**config.mk**
```make
export PLATFORM = sky130hd
export DESIGN_NAME = seq_mag_comparator
export DESIGN_NICKNAME = d
export VERILOG_FILES = /design/src/rtl/seq_mag_comparator.sv
export SDC_FILE = /design/constraint.sdc
export NUM_CORES = 1
export LEC_CHECK = 0
export CORE_MARGIN = 3
export CORE_UTILIZATION = 54
export DETAILED_ROUTE_END_ITERATION = 12
export HOLD_SLACK_MARGIN = 0.08
export PLACE_DENSITY = 0.83
export SKIP_CTS_REPAIR_TIMING = 1
export SYNTH_ARGS = -nofsm -noshare
export SYNTH_HDL_FRONTEND = slang
export SYNTH_SLANG_ARGS = --single-unit
```
**constraint.sdc**
```tcl
create_clock -name clk -period 4 [get_ports clk]
set_input_delay 0.4 -clock clk [delete_from_list [all_inputs] [get_ports clk]]
set_output_delay 0.4 -clock clk [all_outputs]
set_load 0.05 [all_outputs]
```
**src/rtl/seq_mag_comparator.sv**
```systemverilog
// Multi-cycle MSB-first magnitude comparator, DIGIT bits per clock,
// unsigned or two's-complement, with optional early exit on first difference.
module seq_mag_comparator #(
  parameter int WIDTH      = 8,
  parameter int DIGIT      = 2,
  parameter int EARLY_EXIT = 1
) (
  input  logic             clk,
  input  logic             rst_n,
  input  logic             start,
  input  logic             signed_mode,
  input  logic [WIDTH-1:0] a,
  input  logic [WIDTH-1:0] b,
  output logic             busy,
  output logic             done,
  output logic             gt,
  output logic             eq,
  output logic             lt
);

  localparam int N  = WIDTH / DIGIT;
  localparam int CW = (N > 1) ? $clog2(N) : 1;
  localparam logic [CW-1:0]    LAST = CW'(N - 1);
  // Flipping the sign bit maps two's-complement order onto unsigned order.
  localparam logic [WIDTH-1:0] MSB  = WIDTH'(1) << (WIDTH - 1);

  typedef enum logic [1:0] {IDLE, RUN, DONE} state_t;

  state_t           state, state_nx;
  logic [WIDTH-1:0] sa, sb;
  logic [CW-1:0]    cnt;
  logic             rec_gt, rec_lt;
  logic [DIGIT-1:0] da, db;
  logic             dig_gt, dig_lt, last, finish;
  logic             fin_gt, fin_lt;

  assign da     = sa[WIDTH-1 -: DIGIT];
  assign db     = sb[WIDTH-1 -: DIGIT];
  assign dig_gt = (da > db);
  assign dig_lt = (da < db);
  assign last   = (cnt == LAST);
  assign finish = ((EARLY_EXIT != 0) && (dig_gt || dig_lt)) || last;
  // The first differing digit decides; later digits never override it.
  assign fin_gt = rec_gt | (~rec_lt & dig_gt);
  assign fin_lt = rec_lt | (~rec_gt & dig_lt);

  assign busy = (state == RUN);
  assign done = (state == DONE);

  // State register
  always_ff @(posedge clk or negedge rst_n) begin
    if (!rst_n) state <= IDLE;
    else        state <= state_nx;
  end

  // Next-state decode
  always_comb begin
    state_nx = state;
    case (state)
      IDLE:    if (start) state_nx = RUN;
      RUN:     if (finish) state_nx = DONE;
      DONE:    state_nx = IDLE;
      default: state_nx = IDLE;
    endcase
  end

  // Operand shift registers, digit counter, recorded and latched result
  always_ff @(posedge clk or negedge rst_n) begin
    if (!rst_n) begin
      sa     <= '0;
      sb     <= '0;
      cnt    <= '0;
      rec_gt <= 1'b0;
      rec_lt <= 1'b0;
      gt     <= 1'b0;
      eq     <= 1'b0;
      lt     <= 1'b0;
    end else begin
      case (state)
        IDLE: begin
          if (start) begin
            sa     <= signed_mode ? (a ^ MSB) : a;
            sb     <= signed_mode ? (b ^ MSB) : b;
            cnt    <= '0;
            rec_gt <= 1'b0;
            rec_lt <= 1'b0;
            gt     <= 1'b0;
            eq     <= 1'b0;
            lt     <= 1'b0;
          end
        end
        RUN: begin
          if (finish) begin
            gt <= fin_gt;
            lt <= fin_lt;
            eq <= ~fin_gt & ~fin_lt;
          end else begin
            sa     <= sa << DIGIT;
            sb     <= sb << DIGIT;
            cnt    <= cnt + 1'b1;
            rec_gt <= fin_gt;
            rec_lt <= fin_lt;
          end
        end
        default: ;
      endcase
    end
  end

endmodule

```
==> run_results.csv <==
group,metric,value,unit
routing,drc,0,
worst_hold_path,holdPathStages,1,
yosys,synth.most_common_cell,"dfrtp_1",
status,status,"finished clean",
timing,tightest_slew,1.08,ns
timing,rsz0062_at_grt,"no",
yosys,synthesis.area,0.00124,mm2
timing,slew_headroom,27.7,%
yosys,yosys.area.top_type_share,50.5,%
timing,worst_clock_skew,0.00416,ns
worst_setup_path,path_class,"reg2reg",
routing,dr.pass1.iters,4,
grt,grt_max_degree,27,
worst_setup_path,end_kind,"flop",
routing,wl_per_cell,14.2,um
yosys,seq_area_frac_synth,50.5,%
yosys,synth-edff-count,0,
clocking,clk_pin_slew_worst_paths,0.13,ns
power_and_ir_drop,power_leakage,0.000648,uW
worst_setup_path,max_stage_delay,0.81,ns
clocking,clock_path_buffers,2,
placed_design,placed_cell_area,0.00146,mm2
power_and_ir_drop,ir_drop,0.000527,V
yosys,netlist-cell-type-count,28,
yosys,synth_area_leader_cell,"dfrtp_1",
placed_design,dp_slack,1.71,ns
timing,hold_violations,0,
yosys,postSynth.asyncResetShare,100,%
yosys,syn_inst,115,
worst_setup_path,arrival,2.50,ns
final_layout,num_antenna_cells,0,
worst_hold_path,hold_path_end,"cnt[0]",
final_layout,fin_nets,161,
worst_hold_path,hp-start,"cnt[0]",
clocking,htreeDepth,1,
worst_setup_path,timing.rr.end,"sb[7]",
worst_setup_path,critPathLaunchType,"flop",
grt,overflow,0,
worst_setup_path,cpMaxStageDelayCell,"or4b_1",
yosys,synthTopCellsByArea,"dfrtp_1, o22ai_2, a21oi_2",
routing,drt.antenna.violating_nets,0,
clocking,cts-root-buf,"clkbuf_4",
routing,routed_wl,2.33,mm
routing,dr.first_iter.drc_count,6,
worst_setup_path,r2r_setup_slack,1.68,ns
timing,finalSetupViolCount,0,
floorplanning,start_util,60.1,%
worst_setup_path,worst_ep_required_time,4.18,ns
floorplanning,boundaryPins,25,
placed_design,port_buffers,24,
final_layout,drive_gt1_share,18.2,%
worst_setup_path,cp_max_fo,17,
worst_hold_path,hp-class,"reg2reg",
power_and_ir_drop,powerDensity,711,mW/mm2
final_layout,area_delta_synth_final,20.0,%
grt,grt_first_pass_wirelength,3.91,mm
grt,grt_pass1_vias,896,
clocking,clk_latency,0.32,ns
final_layout,multi_input_area,531,um2
worst_setup_path,r2r_cells,6,
worst_setup_path,crit_chain,"ha_1, nand2_1, or4b_1, buf_4, o22ai_1, a31oi_1",
final_layout,seq_area,626,um2
timing,setup_slack,1.68,ns
final_layout,final_cell_area,0.00149,mm2
floorplanning,coreArea,0.00206,mm2
yosys,synth_nets,138,
job,cap_viol_max_count,0,
power_and_ir_drop,fin_total_pwr,1060,uW
clocking,cts_made_buffers,3,
floorplanning,die_w,53.9,um
clocking,clkSinkCount,25,
timing,fin_tns_setup,0,ns
routing,via_per_inst,5.52,
yosys,avgSynthCellArea,10.8,um2
grt,grt_use_total,19.1,%
timing,fin_crit,2.32,ns
floorplanning,die_h,53.9,um
floorplanning,fp-row-count,16,
worst_setup_path,timing.rr.start,"sa[7]",
timing,period_share,57.9,%
timing,timing.hold.ws,0.503,ns
yosys,ys_warn_count,0,
timing,fmax,432,MHz
yosys,synth_ff_type,"dfrtp_1",
worst_setup_path,critPathTopFamily,"simple AND/OR/NAND/NOR gates",
yosys,ys_seq_elements,25,
final_layout,n_fill_cell,144,
placed_design,gp_congestion,0.721,
floorplanning,die_area,0.00291,mm2
routing,vias,906,
worst_setup_path,path_buf_inv,1,
clocking,cts_tree,"done",
placed_design,dp_hpwl,1.68,mm
grt,antenna_found_initial,0,
timing,drv_slew,0,
yosys,synth_common_cells,"dfrtp_1, nand2_1, nor2_1",
cells in the final DEF (no fill, tap or decap), types with 3 or more instances in the layout:
| cell | Yosys | layout |
|---|---|---|
| a21oi_2 | 9 | 9 |
| a31oi_1 | 3 | 3 |
| clkbuf_4 | 0 | 3 |
| clkdlybuf4s50_1 | 0 | 24 |
| dfrtp_1 | 25 | 25 |
| ha_1 | 3 | 3 |
| inv_1 | 6 | 6 |
| nand2_1 | 11 | 11 |
| nand3_1 | 9 | 9 |
| nor2_1 | 11 | 11 |
| o21ai_0 | 3 | 3 |
| o22ai_1 | 3 | 3 |
| o22ai_2 | 9 | 9 |
routing by layer:
layer / track usage [%] / up-vias / part of all wire, %
met5: 0 / - / 0
met4: 7.66 / 0 / 0.51
met3: 3.32 / 2 / 4.8
met2: 33.3 / 22 / 51
met1: 23.2 / 440 / 44
li1: - / 442 / -
how the worst max path moves through the flow:
stage,from,endpoint,slack (ns),cells past startpoint
2_1_floorplan,sa[7],sa[2],2.23,7
3_3_place_gp,sa[7],sb[7],1.74,6
3_5_place_dp,sa[7],sb[7],1.71,6
4_1_cts,sa[7],sb[7],1.69,6
5_1_grt,sa[7],sb[7],1.54,6
6_report,sa[7],sb[7],1.68,6
report_power, final:
| part | internal [uW] | leakage [uW] | switching, uW |
|---|---|---|---|
| Sequential | 356 | 0.000303 | 64.2 |
| Clock | 37.4 | 0.0000177 | 75.4 |
| Combinational | 218 | 0.000327 | 306 |
metrics by stage:
step	cells	util, %
2_1_floorplan	115	-
3_3_place_gp	160	70.8
3_5_place_dp	160	70.8
4_1_cts	164	72.1
5_1_grt	164	72.1
6_report	164	72.1
sequential cells by signal, indices dropped and copies added (netlist names):
name / flops
rec_lt: 1
sa: 8
eq: 1
sb: 8
rec_gt: 1
lt: 1
gt: 1
state: 2
cnt: 2
logic make-up after synthesis:
family	Yosys count	synth area share, %
compound gates	33	22.9
flops	25	50.5
xor+xnor	2	1.41
fa+ha+maj	3	3.03
simple gates	39	15.4
buf+inv	13	6.76
layout make-up:
type                       count  area share (%)
sequential                    25            42.1
tap                           27            2.27
multi-input combinational     77            35.7
clock buffer                   3            1.51
inverter                       6            1.51
clock inverter                 1           0.336
timing repair buffer          25            16.7
(Power assumes the default switching activity.)
